===== src/rtl/viol_log_pkg.sv =====
// Shared types and default widths for the setup-violation logger.
package viol_log_pkg;

  typedef enum logic [1:0] {
    IDLE   = 2'd0,
    ARMED  = 2'd1,
    HALTED = 2'd2
  } log_state_e;

  localparam int DEF_TS_W  = 16;
  localparam int DEF_CNT_W = 8;
  localparam int DEF_DEPTH = 4;

endpackage


===== src/rtl/viol_evt_fifo.sv =====
// Register FIFO of violation timestamps; push-while-full is accepted only with a same-cycle pop.
module viol_evt_fifo
  import viol_log_pkg::*;
#(
  parameter int W     = DEF_TS_W,
  parameter int DEPTH = DEF_DEPTH
) (
  input  logic         clk,
  input  logic         rst,
  input  logic         i_push,
  input  logic [W-1:0] i_data,
  input  logic         i_pop,
  output logic [W-1:0] o_data,
  output logic         o_full,
  output logic         o_empty
);

  localparam int AW = $clog2(DEPTH);
  localparam logic [AW-1:0] PTR_ONE = AW'(1);
  localparam logic [AW:0]   CNT_ONE = (AW + 1)'(1);
  localparam logic [AW:0]   CNT_FULL = (AW + 1)'(DEPTH);

  logic [W-1:0]  r_mem [DEPTH];
  logic [AW-1:0] r_wr_ptr;
  logic [AW-1:0] r_rd_ptr;
  logic [AW:0]   r_count;
  logic          w_do_push;
  logic          w_do_pop;

  assign o_full    = (r_count == CNT_FULL);
  assign o_empty   = (r_count == '0);
  assign o_data    = r_mem[r_rd_ptr];
  assign w_do_pop  = i_pop && !o_empty;
  assign w_do_push = i_push && (!o_full || w_do_pop);

  // Storage is cleared on reset so the head reads zero while empty after reset.
  always_ff @(posedge clk or posedge rst) begin
    if (rst) begin
      for (int i = 0; i < DEPTH; i++) begin
        r_mem[i] <= '0;
      end
      r_wr_ptr <= '0;
      r_rd_ptr <= '0;
      r_count  <= '0;
    end else begin
      if (w_do_push) begin
        r_mem[r_wr_ptr] <= i_data;
        r_wr_ptr        <= r_wr_ptr + PTR_ONE;
      end
      if (w_do_pop) begin
        r_rd_ptr <= r_rd_ptr + PTR_ONE;
      end
      case ({w_do_push, w_do_pop})
        2'b10:   r_count <= r_count + CNT_ONE;
        2'b01:   r_count <= r_count - CNT_ONE;
        default: r_count <= r_count;
      endcase
    end
  end

endmodule


===== src/rtl/setup_viol_logger.sv =====
// Synchronizes a toggling timing-check notifier, timestamps each toggle and queues it for a host.
module setup_viol_logger
  import viol_log_pkg::*;
#(
  parameter int TS_W        = DEF_TS_W,
  parameter int CNT_W       = DEF_CNT_W,
  parameter int DEPTH       = DEF_DEPTH,
  parameter bit STOP_ON_OVF = 1'b0
) (
  input  logic             clk,
  input  logic             rst,
  input  logic             notifier,
  input  logic             arm,
  input  logic             disarm,
  output logic             ev_valid,
  input  logic             ev_ready,
  output logic [TS_W-1:0]  ev_ts,
  output logic [CNT_W-1:0] viol_count,
  output logic             overflow,
  output logic [1:0]       state_o
);

  localparam logic [TS_W-1:0]  TS_ONE  = TS_W'(1);
  localparam logic [CNT_W-1:0] CNT_ONE = CNT_W'(1);

  logic             r_s1;
  logic             r_s2;
  logic             r_s3;
  logic [TS_W-1:0]  r_ts;
  log_state_e       r_state;
  log_state_e       w_next_state;
  logic [CNT_W-1:0] r_viol_count;
  logic             r_overflow;
  logic             w_toggle;
  logic             w_event;
  logic             w_pop;
  logic             w_push;
  logic             w_drop;
  logic             w_full;
  logic             w_empty;
  logic             w_arm_clear;

  assign w_toggle    = r_s2 ^ r_s3;
  assign w_event     = w_toggle && (r_state == ARMED);
  assign ev_valid    = !w_empty;
  assign w_pop       = ev_valid && ev_ready;
  assign w_push      = w_event && (!w_full || w_pop);
  assign w_drop      = w_event && w_full && !w_pop;
  assign w_arm_clear = (r_state == IDLE) && arm && !disarm;

  assign viol_count = r_viol_count;
  assign overflow   = r_overflow;
  assign state_o    = r_state;

  // s1 is the metastability stage; toggles are only judged between s2 and s3.
  always_ff @(posedge clk or posedge rst) begin
    if (rst) begin
      r_s1 <= 1'b0;
      r_s2 <= 1'b0;
      r_s3 <= 1'b0;
      r_ts <= '0;
    end else begin
      r_s1 <= notifier;
      r_s2 <= r_s1;
      r_s3 <= r_s2;
      r_ts <= r_ts + TS_ONE;
    end
  end

  // Disarm always wins, even over a stop-on-overflow drop in the same cycle.
  always_comb begin
    w_next_state = r_state;
    case (r_state)
      IDLE: begin
        if (arm && !disarm) w_next_state = ARMED;
        else                w_next_state = IDLE;
      end
      ARMED: begin
        if (disarm)                     w_next_state = IDLE;
        else if (w_drop && STOP_ON_OVF) w_next_state = HALTED;
        else                            w_next_state = ARMED;
      end
      HALTED: begin
        if (disarm) w_next_state = IDLE;
        else        w_next_state = HALTED;
      end
      default: w_next_state = IDLE;
    endcase
  end

  always_ff @(posedge clk or posedge rst) begin
    if (rst) begin
      r_state      <= IDLE;
      r_viol_count <= '0;
      r_overflow   <= 1'b0;
    end else begin
      r_state <= w_next_state;
      if (w_arm_clear) begin
        r_viol_count <= '0;
        r_overflow   <= 1'b0;
      end else begin
        if (w_event && (r_viol_count != '1)) r_viol_count <= r_viol_count + CNT_ONE;
        if (w_drop)                          r_overflow   <= 1'b1;
      end
    end
  end

  viol_evt_fifo #(
    .W     (TS_W),
    .DEPTH (DEPTH)
  ) u_fifo (
    .clk     (clk),
    .rst     (rst),
    .i_push  (w_push),
    .i_data  (r_ts),
    .i_pop   (w_pop),
    .o_data  (ev_ts),
    .o_full  (w_full),
    .o_empty (w_empty)
  );

endmodule

===== config.mk =====
export PLATFORM = sky130hd
export DESIGN_NAME = setup_viol_logger
export DESIGN_NICKNAME = d
export VERILOG_FILES = /design/src/rtl/viol_log_pkg.sv /design/src/rtl/viol_evt_fifo.sv /design/src/rtl/setup_viol_logger.sv
export SDC_FILE = /design/constraint.sdc
export NUM_CORES = 1
export LEC_CHECK = 0
export ABC_AREA = 1
export CELL_PAD_IN_SITES_DETAIL_PLACEMENT = 1
export CELL_PAD_IN_SITES_GLOBAL_PLACEMENT = 2
export CORE_MARGIN = 2
export CORE_UTILIZATION = 34
export DETAILED_ROUTE_END_ITERATION = 12
export PLACE_DENSITY = 0.81
export SLEW_MARGIN = 20
export SYNTH_ARGS = -nofsm -noshare
export SYNTH_HDL_FRONTEND = slang
export SYNTH_SLANG_ARGS = --single-unit

===== constraint.sdc =====
create_clock -name clk -period 3.1 [get_ports clk]
set_input_delay 0.31 -clock clk [delete_from_list [all_inputs] [get_ports clk]]
set_output_delay 0.31 -clock clk [all_outputs]
set_load 0.005 [all_outputs]

==> metrics.log, run 1 <==
INFO  metric largest_family_of_logic_cells_by_synthesized_area = simple AND/OR/NAND/NOR gates
INFO  metric totalNegativeSetupSlack = 0 ns
INFO  metric crit_path_max_fanout = 18
INFO  metric antenna_cells = 0
INFO  metric crit_path_arrival_time = approximately 2.4 ns
INFO  metric yosys.cell_count.top_type = sky130_fd_sc_hd__dfrtp_1
INFO  metric cp_slowest_cell = sky130_fd_sc_hd__dfrtp_1
INFO  metric maxSlewHeadroom = between 50% and 60%
INFO  metric route.met2.wl = roughly 5.4 mm
INFO  metric clockPowerShare = 28.8%
INFO  metric gr-total-overflow = 0
INFO  metric worst_path_buffer_plus_inverter_count = 2
INFO  metric cts.sink_count = between 100 and 150
INFO  metric routedWlPerCell = ~16 um
INFO  metric outcome = complete, no violations
INFO  metric internal_power = just over 3 mW
INFO  metric synth_top_area_share = between 50 and 60%
INFO  metric dp_hpwl = 7.595 mm
INFO  metric antenna_found_initial = 0
INFO  metric core_footprint = roughly 14000 sq um
INFO  metric fillers = 1662
INFO  metric final_period_minus_worst_setup_slack = about 2.7 ns
INFO  metric detailroute.wirelength.met3 = around 370 um
INFO  metric drv_slew = 0
INFO  metric nets = around 560
INFO  metric min_period_over_period = 88.61%
INFO  metric synth_top_cells_by_area = sky130_fd_sc_hd__dfrtp_1 (51%), sky130_fd_sc_hd__o21ai_2 (11%), sky130_fd_sc_hd__nand2_1 (7.4%), sky130_fd_sc_hd__nor2_1 (4.1%), sky130_fd_sc_hd__o21ai_0 (3.6%)
INFO  metric mean_cell_area_of_the_mapped_netlist = 9.634 sq um
INFO  metric report.power.total = roughly 4.5 mW
INFO  metric first_global_vias = approximately 3700
INFO  metric initialDrtViolationCount = about 200
INFO  metric critical_path_capture_point_type = output pin
INFO  metric fp-row-count = 44
INFO  metric dr.max_layer_used = met4
INFO  metric chipHeight = 125.3 um
INFO  metric flow.area_growth_from_synthesis = 14.94%
INFO  metric cts_hold_repair.buffers = 0
INFO  metric worst_setup_path_endpoint = ev_ts[15]
INFO  metric design.die.area = between 15000 and 20000 sq um
INFO  metric rsz_0062_raised_after_global_routing = no
INFO  metric firstDrtPassIters = 4
INFO  metric remaining_design_rule_violation_count = 0
INFO  metric worst_setup_path_startpoint = u_fifo.r_rd_ptr[0]
INFO  metric vdd.ir_drop.worst = roughly 0.5 mV
INFO  metric most_frequent_cells_after_synthesis = sky130_fd_sc_hd__dfrtp_1 (101), sky130_fd_sc_hd__nand2_1 (99), sky130_fd_sc_hd__o21ai_2 (60), sky130_fd_sc_hd__nor2_1 (54), sky130_fd_sc_hd__inv_1 (39)
INFO  metric power.density = 785.8 nW/um^2
INFO  metric synth_seq_cells = between 100 and 150
INFO  metric final_antenna_net_count = 0
INFO  metric report.final.setup_viol = 0
INFO  metric grt.total_usage = roughly 16%
INFO  metric portion_of_netlist_area_occupied_by_mux_cells = 0%
INFO  metric achievable-frequency = roughly 360 MHz
INFO  metric path_cells = buf_4, o21ai_0, o22ai_1, clkdlybuf4s50_1
INFO  metric met1_length = roughly 5.6 mm
INFO  metric cts-buffers-inserted = 9
INFO  metric sw_frac_of_total = 32.53%
INFO  metric grt_first_pass_wirelength = a little under 20 mm
INFO  metric critPathKind = reg2out
INFO  metric report.final.hold_viol_count = 0
INFO  metric synth_async_sr_flop_share = 100.0%
INFO  metric synth_fp_nets = ~530
INFO  metric cts_resized = 0
INFO  metric cts_post_setup_buffers_inserted = 0
INFO  metric path_clk_slew = about 0.070 ns
INFO  metric drt-vias-per-instance = a little under 5
INFO  metric slowest_delay = 0.76 ns
INFO  metric clk-insertion-delay-late = 0.35 ns
INFO  metric critical_path.startpoint_type = register
INFO  metric place_ws = slightly below 0.7 ns
INFO  metric reg2regPathDepth = 9
INFO  metric worst_pin_slew = approximately 0.65 ns
INFO  metric num_vias = around 3600
INFO  metric synth_fa_ha_area_share = approximately 2.2%
INFO  metric synth_simple_gate_area_share = approximately a fifth
INFO  metric grt_max_degree = between 60 and 70
INFO  metric r2r_slack = 0.97 ns
INFO  metric rr_startpoint = u_fifo.r_count[0]
INFO  metric p_seq_share = between 30% and 40%
INFO  metric worst_ep_required_time = approximately 2.8 ns
INFO  metric rd_place_congestion = around 0.73
INFO  metric netlist-cell-type-count = 31
INFO  metric comb_power_share = 32.4%
INFO  metric synthCells = between 500 and 600
INFO  metric min-delay-path-class = in2async
INFO  metric horizontal_extent_of_the_die = about 130 um
INFO  metric maxCapViolations = 0
INFO  metric initial_utilization = between 30% and 40%
INFO  metric synth_seq_area_share = roughly 51%
INFO  metric dominantRegCellSynth = sky130_fd_sc_hd__dfrtp_1
INFO  metric synth-edff-count = 0
INFO  metric worst_hold_slack = between 0.3 and 0.4 ns
INFO  metric area.sequential = 2527 sq um
INFO  metric boundaryPins = 34
INFO  metric fin_ws = roughly 0.35 ns
INFO  metric netlist.top_cell.by_area = sky130_fd_sc_hd__dfrtp_1
INFO  metric power_switching = ~1.5 mW
INFO  metric synth_area = about 5000 sq um
INFO  metric clock_tree_from_tritoncts = done
INFO  metric h-tree-depth = 3
INFO  metric yosysWarnings = 0
INFO  metric worst_path_dominant_cell_family = buffers and inverters
INFO  metric clock_tree.buffer_depth = 2
INFO  metric multi_input_comb_area = roughly 2100 sq um
INFO  metric critical_path_depth = 4
INFO  metric post_synth_xor_area_fraction = about 2.8%
INFO  metric finClkSkew = between 0.007 and 0.008 ns
INFO  metric drive_gt1_share = 20.47%
INFO  metric power.static_leakage = about 2.5 nW
INFO  metric synth_compound_gate_area_share = ~17%
INFO  metric rr_endpoint = u_fifo.r_count[2]
INFO  metric root_buffer = sky130_fd_sc_hd__clkbuf_16
INFO  metric port_buffers = 33
INFO  metric routed_wirelength = around 11 mm
layer usage:
layer | global-route usage [%] | up-vias
met5 | 0 | -
met4 | 4.183 | 0
met3 | 4.322 | 10
met2 | 24.97 | 45
met1 | 21.18 | 1759
li1 | - | 1757
cell type report:
type / instances / share of cell area (%)
tap: 184 / 4.006
sequential: 101 / 43.98
timing repair buffer: 38 / 6.619
inverter: 42 / 2.874
clock buffer: 12 / 4.289
multi-input combinational: 355 / 36.58
clock inverter: 4 / 1.655
cell families (layout without fill, tap and decap cells):
kind of cell    Yosys count  in the layout
simple gates            210            210
compound gates          121            121
buf+inv                  63             96
xor+xnor                 16             16
flops                   101            101
fa+ha+maj                 8              8
layout by cell type, fill, tap and decap left out, types with 5 or more instances in the layout:
cell type and n:
sky130_fd_sc_hd__a21oi_1 5, sky130_fd_sc_hd__clkbuf_16 9, sky130_fd_sc_hd__clkdlybuf4s50_1 33, sky130_fd_sc_hd__dfrtp_1 101
sky130_fd_sc_hd__ha_1 7, sky130_fd_sc_hd__inv_1 38, sky130_fd_sc_hd__nand2_1 99, sky130_fd_sc_hd__nand2_2 16
sky130_fd_sc_hd__nand3_1 14, sky130_fd_sc_hd__nand3_4 5, sky130_fd_sc_hd__nor2_1 54, sky130_fd_sc_hd__nor3_1 8
sky130_fd_sc_hd__o21ai_0 36, sky130_fd_sc_hd__o21ai_2 60, sky130_fd_sc_hd__o22ai_1 16, sky130_fd_sc_hd__xor2_1 15
worst reg2reg max path, cell delays in order, from the launching register on:
cell	delay, ns
sky130_fd_sc_hd__dfrtp_1	0.43
sky130_fd_sc_hd__nor2_4	0.17
sky130_fd_sc_hd__nand3_4	0.16
sky130_fd_sc_hd__nand2_1	0.18
sky130_fd_sc_hd__ha_1	0.16
sky130_fd_sc_hd__inv_1	0.07
sky130_fd_sc_hd__fa_1	0.38
sky130_fd_sc_hd__a21oi_1	0.15
sky130_fd_sc_hd__o21ai_0	0.12
sky130_fd_sc_hd__xor2_1	0.16
power by group through the flow:
stage | Combinational, mW | Clock (mW) | Sequential [mW]
floorplan | 0.944 | 0 | 1.67
global placement | 1.44 | 0 | 1.77
detailed placement | 1.47 | 0 | 1.78
CTS | 1.49 | 1.34 | 1.75
global route | 1.64 | 1.38 | 1.78
finish | 1.46 | 1.30 | 1.75
flip-flops by register name, indices dropped and copies added (netlist names):
| register | count |
|---|---|
| overflow | 1 |
| r_s3 | 1 |
| r_s1 | 1 |
| u_fifo.r_wr_ptr | 2 |
| r_s2 | 1 |
| u_fifo.r_count | 3 |
| u_fifo.r_rd_ptr | 2 |
| u_fifo.r_mem | 64 |
| state_o | 2 |
| viol_count | 8 |
| r_ts | 16 |
worst min-delay path by stage:
stage,startpoint,to,slack (ns),depth (start not counted)
6_report,rst,u_fifo.r_count[1],0.34,2
2_1_floorplan,r_s1,r_s2,0.33,0
3_5_place_dp,r_s1,r_s2,0.34,0
3_3_place_gp,r_s1,r_s2,0.34,0
4_1_cts,r_s1,r_s2,0.35,0
5_1_grt,r_s1,r_s2,0.36,0
through the flow:
| step | std cells | area, sq um | util, % |
|---|---|---|---|
| floorplan | 519 | 5000 | - |
| global placement | 720 | 5405 | 37.47 |
| detailed placement | 720 | 5405 | 37.47 |
| CTS | 736 | 5747 | 39.84 |
| global route | 736 | 5747 | 39.84 |
| finish | 736 | 5747 | 39.84 |
Power figures use the tool's default switching activity.
==> inputs of run 2 (changes only) <==
- RECOVER_POWER: unset -> 25
==> run 2 against run 1 <==
The flow now finishes with violations (max-capacitance violations, max-slew violations). Worst hold slack improved by 0.012 ns. Largest cell class unchanged. Global-route usage unchanged. Clock power about the same. Power down 0.22%. Final area fell by 0.54%.
==> metrics.log, run 2 (same netlist as run 1, synthesis figures left out) <==
INFO  metric outcome = finished, violations left
INFO  metric failing_checks = max-capacitance violations, max-slew violations
INFO  metric initial_utilization = 34.66% (unchanged)
INFO  metric rsz_0062_raised_after_global_routing = no
INFO  metric power.static_leakage = 2.521 nW (-0.38%)
INFO  metric min_period_over_period = 88.09% (-0.52 points)
INFO  metric final_period_minus_worst_setup_slack = 2.731 ns (-0.01616 ns)
INFO  metric design.die.area = 15690 sq um (unchanged)
INFO  metric initialDrtViolationCount = 191 (-2.6%)
INFO  metric fin_util = 39.63% (-0.22 points)
INFO  metric cts_resized = 0 (unchanged)
INFO  metric first_global_vias = 3731 (unchanged)
INFO  metric finClkSkew = 0.006895 ns (-0.0002776 ns)
INFO  metric cts.sink_count = 101 (unchanged)
INFO  metric port_buffers = 33 (unchanged)
INFO  metric cp_slowest_cell = sky130_fd_sc_hd__dfrtp_1
INFO  metric cts_hold_repair.buffers = 0 (unchanged)
INFO  metric grt_max_degree = 65 (unchanged)
INFO  metric dp_hpwl = 7.595 mm (unchanged)
INFO  metric num_vias = 3579 (+0.22%)
INFO  metric routedWlPerCell = 15.59 um (about the same)
INFO  metric rd_place_congestion = 0.7298 (unchanged)
INFO  metric remaining_design_rule_violation_count = 0 (unchanged)
INFO  metric final_common_cell = sky130_fd_sc_hd__dfrtp_1
INFO  metric critPathKind = reg2out
INFO  metric core_footprint = 14420 sq um (unchanged)
INFO  metric maxSlewHeadroom = -15.22% (-72 points)
INFO  metric worst_path_dominant_cell_family = buffers and inverters
INFO  metric power.density = 788.3 nW/um^2 (+0.32%)
INFO  metric horizontal_extent_of_the_die = 125.3 um (unchanged)
INFO  metric vdd.ir_drop.worst = 0.5009 mV (about the same)
INFO  metric fillers = 1668 (+0.36%)
INFO  metric largest_register = u_fifo.r_mem
INFO  metric grt_first_pass_wirelength = 19.67 mm (unchanged)
INFO  metric nets = 561 (unchanged)
INFO  metric drt-vias-per-instance = 4.863 (+0.22%)
INFO  metric worst_pin_slew = 1.719 ns (+1.073 ns)
INFO  metric crit_path_max_fanout = 18 (unchanged)
INFO  metric firstDrtPassIters = 4 (unchanged)
INFO  metric clk-insertion-delay-late = 0.35 ns (about the same)
INFO  metric h-tree-depth = 3 (unchanged)
INFO  metric totalNegativeSetupSlack = 0 ns (unchanged)
INFO  metric achievable-frequency = 366.2 MHz (+0.59%)
INFO  metric path_cells = buf_4, o21ai_0, o22ai_1, clkdlybuf4s50_1
INFO  metric boundaryPins = 34 (unchanged)
INFO  metric drv_slew = 39 (+39)
INFO  metric root_buffer = sky130_fd_sc_hd__clkbuf_16
INFO  metric grt.total_usage = 15.68% (unchanged)
INFO  metric slowest_delay = 0.75 ns (about the same)
INFO  metric clock_tree_from_tritoncts = done
INFO  metric antenna_cells = 0 (unchanged)
INFO  metric path_clk_slew = 0.07 ns (about the same)
INFO  metric antenna_found_initial = 0 (unchanged)
INFO  metric report.final.hold_viol_count = 0 (unchanged)
INFO  metric fp-row-count = 44 (unchanged)
INFO  metric flow.area_growth_from_synthesis = 14.31%
INFO  metric layout.cells.most_common_list = sky130_fd_sc_hd__dfrtp_1 (101), sky130_fd_sc_hd__nand2_1 (99), sky130_fd_sc_hd__o21ai_2 (60), sky130_fd_sc_hd__nor2_1 (54), sky130_fd_sc_hd__inv_1 (38)
INFO  metric drive_gt1_share = 20.11% (-0.36 points)
INFO  metric maxCapViolations = 1 (+1)
INFO  metric largest_register_ffs = 64 (unchanged)
INFO  metric report.final.setup_viol = 0 (unchanged)
INFO  metric min-delay-path-class = reg2reg
INFO  metric worst_path_buffer_plus_inverter_count = 2 (unchanged)
INFO  metric critical_path.startpoint_type = register
INFO  metric clock_tree.buffer_depth = 2 (unchanged)
INFO  metric crit_path_arrival_time = 2.42 ns (-0.02 ns)
INFO  metric cts-buffers-inserted = 9 (unchanged)
INFO  metric chipHeight = 125.3 um (unchanged)
INFO  metric gr-total-overflow = 0 (unchanged)
INFO  metric routed_wirelength = 11.47 mm (about the same)
INFO  metric cts_post_setup_buffers_inserted = 0 (unchanged)
INFO  metric critical_path_capture_point_type = output pin
INFO  metric worst_ep_required_time = 2.79 ns (about the same)
INFO  metric final_antenna_net_count = 0 (unchanged)
## run 2: final cells by class
type | instances | area (sq um) | share of cell area, %
clock inverter | 4 | 95.09 | 1.664
sequential | 101 | 2527 | 44.22
clock buffer | 12 | 246.5 | 4.313
timing repair buffer | 38 | 367.9 | 6.436
multi-input combinational | 355 | 2085 | 36.47
tap | 184 | 230.2 | 4.028
inverter | 42 | 163.9 | 2.868
## run 2: power by group
group	total [mW]	switching [mW]	internal (mW)	leakage [nW]
sequential	1.75	0.227	1.52	1.34
clock	1.30	0.490	0.811	0.167
combinational	1.45	0.748	0.706	1.01
total	4.51	1.46	3.04	2.52
## run 2: metrics by stage
stage	setup WS, ns	cell area, sq um	total power, mW	hold WS [ns]	instances
after floorplan	0.1429	5000	2.612	0.3312	519
after global placement	0.7886	5405	3.214	0.3405	720
after detailed placement	0.6850	5405	3.251	0.3372	720
after CTS	0.3321	5747	4.583	0.3530	736
after global routing	0.1334	5715	4.795	0.3590	736
final	0.3692	5715	4.506	0.3510	736
## run 2: path summary, 6_finish.rpt
check,startpoint,endpoint,slack (ns),cells past startpoint
min,r_s1,r_s2,0.35,0
max reg2reg,u_fifo.r_count[0],u_fifo.r_count[2],0.68,9
min reg2reg,r_s1,r_s2,0.35,0
max,u_fifo.r_rd_ptr[0],ev_ts[15],0.37,4
min in group asynchronous,rst,u_fifo.r_count[1],0.82,2
max in group asynchronous,rst,r_ts[9],0.62,3
## run 2: per-layer routing
layer  share of wire (%)  up-vias  track usage [%]
li1                    -     1756                -
met1                  49     1762            21.18
met2                  47       51            24.97
met3                 3.2       10            4.322
met4                 1.3        0            4.183
met5                   0        -                0
==> inputs of run 3 (changes only) <==
- PLACE_DENSITY: 0.81 -> 0.77
- SKIP_LAST_GASP: unset -> 1
==> run 3 against run 2 <==
The flow still finishes with violations (max-capacitance violations, max-slew violations). Power is 0.16% lower. Count of clock-buffer cells in the layout is 2 lower. Setup slack better by 0.14 ns. Wire length is 0.73% lower. Non-clock buffer count is 2 higher. Maximum frequency is 5.6% higher. Critical path type unchanged.
==> metrics.log, run 3 (same netlist as run 1, synthesis figures left out) <==
INFO  metric outcome = finished, violations left
INFO  metric failing_checks = max-capacitance violations, max-slew violations
INFO  metric final_antenna_net_count = 0 (unchanged)
INFO  metric place_ws = 0.7100 ns (+0.02500 ns)
INFO  metric final_period_minus_worst_setup_slack = 2.587 ns (-0.1439 ns)
INFO  metric min-delay-path-class = reg2reg
INFO  metric firstDrtPassIters = 5 (+1)
INFO  metric chipHeight = 125.3 um (unchanged)
INFO  metric rr_endpoint = u_fifo.r_count[2]
INFO  metric totalNegativeSetupSlack = 0 ns (unchanged)
INFO  metric power.static_leakage = 2.533 nW (+0.47%)
INFO  metric maxCapViolations = 1 (unchanged)
INFO  metric final_common_cell = sky130_fd_sc_hd__dfrtp_1
INFO  metric largest_register_ffs = 64 (unchanged)
INFO  metric critPathKind = reg2out
INFO  metric maxSlewHeadroom = -51.20% (-36 points)
INFO  metric rsz_0062_raised_after_global_routing = no
INFO  metric largest_register = u_fifo.r_mem
INFO  metric layoutNonFillerInstCount = 738 (+0.27%)
INFO  metric worst_pin_slew = 2.268 ns (+0.5491 ns)
INFO  metric cts_resized = 0 (unchanged)
INFO  metric initial_utilization = 34.66% (unchanged)
INFO  metric min_period_over_period = 83.45% (-4.6 points)
INFO  metric worst_ep_required_time = 2.79 ns (about the same)
INFO  metric report.power.total = 4.498 mW (-0.16%)
INFO  metric grt_max_degree = 59 (-9.2%)
INFO  metric drv_slew = 59 (+51%)
INFO  metric drt-vias-per-instance = 4.858 (-0.10%)
INFO  metric worst_hold_slack = 0.3586 ns (+0.007591 ns)
INFO  metric whs_endpoint = r_s2
INFO  metric dp_hpwl = 7.640 mm (+0.59%)
INFO  metric drive_gt1_share = 20.58% (+0.47 points)
INFO  metric num_vias = 3585 (+0.17%)
INFO  metric reg2regPathDepth = 12 (+3)
INFO  metric clock_tree_from_tritoncts = done
INFO  metric gr-total-overflow = 0 (unchanged)
INFO  metric port_buffers = 33 (unchanged)
INFO  metric design.die.area = 15690 sq um (unchanged)
INFO  metric first_global_vias = 3932 (+5.4%)
INFO  metric report.final.hold_viol_count = 0 (unchanged)
INFO  metric clock_tree.buffer_depth = 2 (unchanged)
INFO  metric finClkSkew = 0.005261 ns (-0.001634 ns)
INFO  metric grt.total_usage = 15.48% (-0.20 points)
INFO  metric clk-insertion-delay-late = 0.35 ns (about the same)
INFO  metric flow.area_growth_from_synthesis = 14.81%
INFO  metric routedWlPerCell = 15.43 um (-1.0%)
INFO  metric antenna_found_initial = 0 (unchanged)
INFO  metric critical_path_capture_point_type = output pin
INFO  metric dpl_cell_area = 5408 sq um (about the same)
INFO  metric routed_wirelength = 11.39 mm (-0.73%)
INFO  metric root_buffer = sky130_fd_sc_hd__clkbuf_16
INFO  metric cts_hold_repair.buffers = 0 (unchanged)
INFO  metric rr_startpoint = state_o[1]
INFO  metric h-tree-depth = 3 (unchanged)
INFO  metric report.final.setup_viol = 0 (unchanged)
INFO  metric grt_first_pass_wirelength = 19.86 mm (+0.98%)
INFO  metric core_footprint = 14420 sq um (unchanged)
INFO  metric antenna_cells = 0 (unchanged)
INFO  metric finish.instance_area = 5741 sq um (+0.44%)
INFO  metric whs_path_depth = 0 (unchanged)
INFO  metric layout.cells.most_common_list = sky130_fd_sc_hd__dfrtp_1 (101), sky130_fd_sc_hd__nand2_1 (99), sky130_fd_sc_hd__o21ai_2 (60), sky130_fd_sc_hd__nor2_1 (54), sky130_fd_sc_hd__inv_1 (39)
INFO  metric r2r_slack = 0.98 ns (+0.30 ns)
INFO  metric hp-start = r_s1
INFO  metric boundaryPins = 34 (unchanged)
INFO  metric power.density = 783.6 nW/um^2 (-0.59%)
INFO  metric nets = 563 (+0.36%)
INFO  metric initialDrtViolationCount = 153 (-20%)
INFO  metric crit_path_max_fanout = 32 (+14)
INFO  metric fin_ws = 0.5131 ns (+0.1439 ns)
INFO  metric fin_util = 39.80% (+0.17 points)
INFO  metric remaining_design_rule_violation_count = 0 (unchanged)
INFO  metric horizontal_extent_of_the_die = 125.3 um (unchanged)
INFO  metric cts_post_setup_buffers_inserted = 0 (unchanged)
INFO  metric fp-row-count = 44 (unchanged)
INFO  metric critical_path.startpoint_type = register
INFO  metric crit_path_arrival_time = 2.28 ns (-0.14 ns)
INFO  metric cts-buffers-inserted = 9 (unchanged)
INFO  metric achievable-frequency = 386.6 MHz (+5.6%)
INFO  metric placedCellCount = 722 (+0.28%)
INFO  metric cts.sink_count = 101 (unchanged)
INFO  metric rd_place_congestion = 0.7322 (+0.33%)
INFO  metric vdd.ir_drop.worst = 0.3732 mV (-25%)
INFO  metric path_clk_slew = 0.07 ns (about the same)
[run 3: cell count changes in the layout (fill, tap and decap cells not counted)]
cell                              before  now
sky130_fd_sc_hd__nand3_1              16   15
sky130_fd_sc_hd__clkinvlp_4            0    1
sky130_fd_sc_hd__clkbuf_4              1    0
sky130_fd_sc_hd__clkdlybuf4s50_1      30   31
sky130_fd_sc_hd__clkbuf_8              1    0
sky130_fd_sc_hd__inv_1                38   39
sky130_fd_sc_hd__nand3_4               4    5
sky130_fd_sc_hd__clkinvlp_2            1    0
sky130_fd_sc_hd__clkbuf_1              2    1
sky130_fd_sc_hd__dlygate4sd3_1         3    2
sky130_fd_sc_hd__buf_4                 4    7
sky130_fd_sc_hd__clkinv_4              1    2
[run 3: area by class of cell]
class / instances / area [sq um]
Fill cell: 1660 / 8683
Clock buffer: 10 / 229.0
Timing Repair Buffer: 40 / 382.9
Tap cell: 184 / 230.2
Multi-Input combinational cell: 355 / 2097
Sequential cell: 101 / 2527
Inverter: 42 / 162.7
Clock inverter: 6 / 111.4
[run 3: power breakdown]
part | switching, mW | internal (mW) | total, mW | leakage, nW
Sequential | 0.148 | 1.53 | 1.67 | 1.34
Clock | 0.497 | 0.789 | 1.29 | 0.163
Combinational | 0.825 | 0.713 | 1.54 | 1.03
[run 3: critical path, cell delays in order (launching register included)]
cell and delay [ns]:
sky130_fd_sc_hd__dfrtp_1 0.38, sky130_fd_sc_hd__buf_4 0.21, sky130_fd_sc_hd__inv_1 0.07, sky130_fd_sc_hd__buf_4 0.34
sky130_fd_sc_hd__o21ai_0 0.14, sky130_fd_sc_hd__o22ai_1 0.23, sky130_fd_sc_hd__clkdlybuf4s50_1 0.55
[run 3: per-layer routing]
layer / vias up / GRT usage, % / wire length [um]
li1: 1761 / - / -
met1: 1773 / 20.85 / 5510
met2: 35 / 25.26 / 5442
met3: 16 / 2.824 / 261
met4: 0 / 5.229 / 172
met5: - / 0 / 0
[run 3: worst max path at each step]
stage | start | endpoint
floorplan | rst | overflow
global placement | ev_ready | u_fifo.r_count[2]
detailed placement | ev_ready | u_fifo.r_count[2]
CTS | u_fifo.r_rd_ptr[0] | ev_ts[15]
global route | rst | r_ts[10]
finish | u_fifo.r_rd_ptr[0] | ev_ts[14]
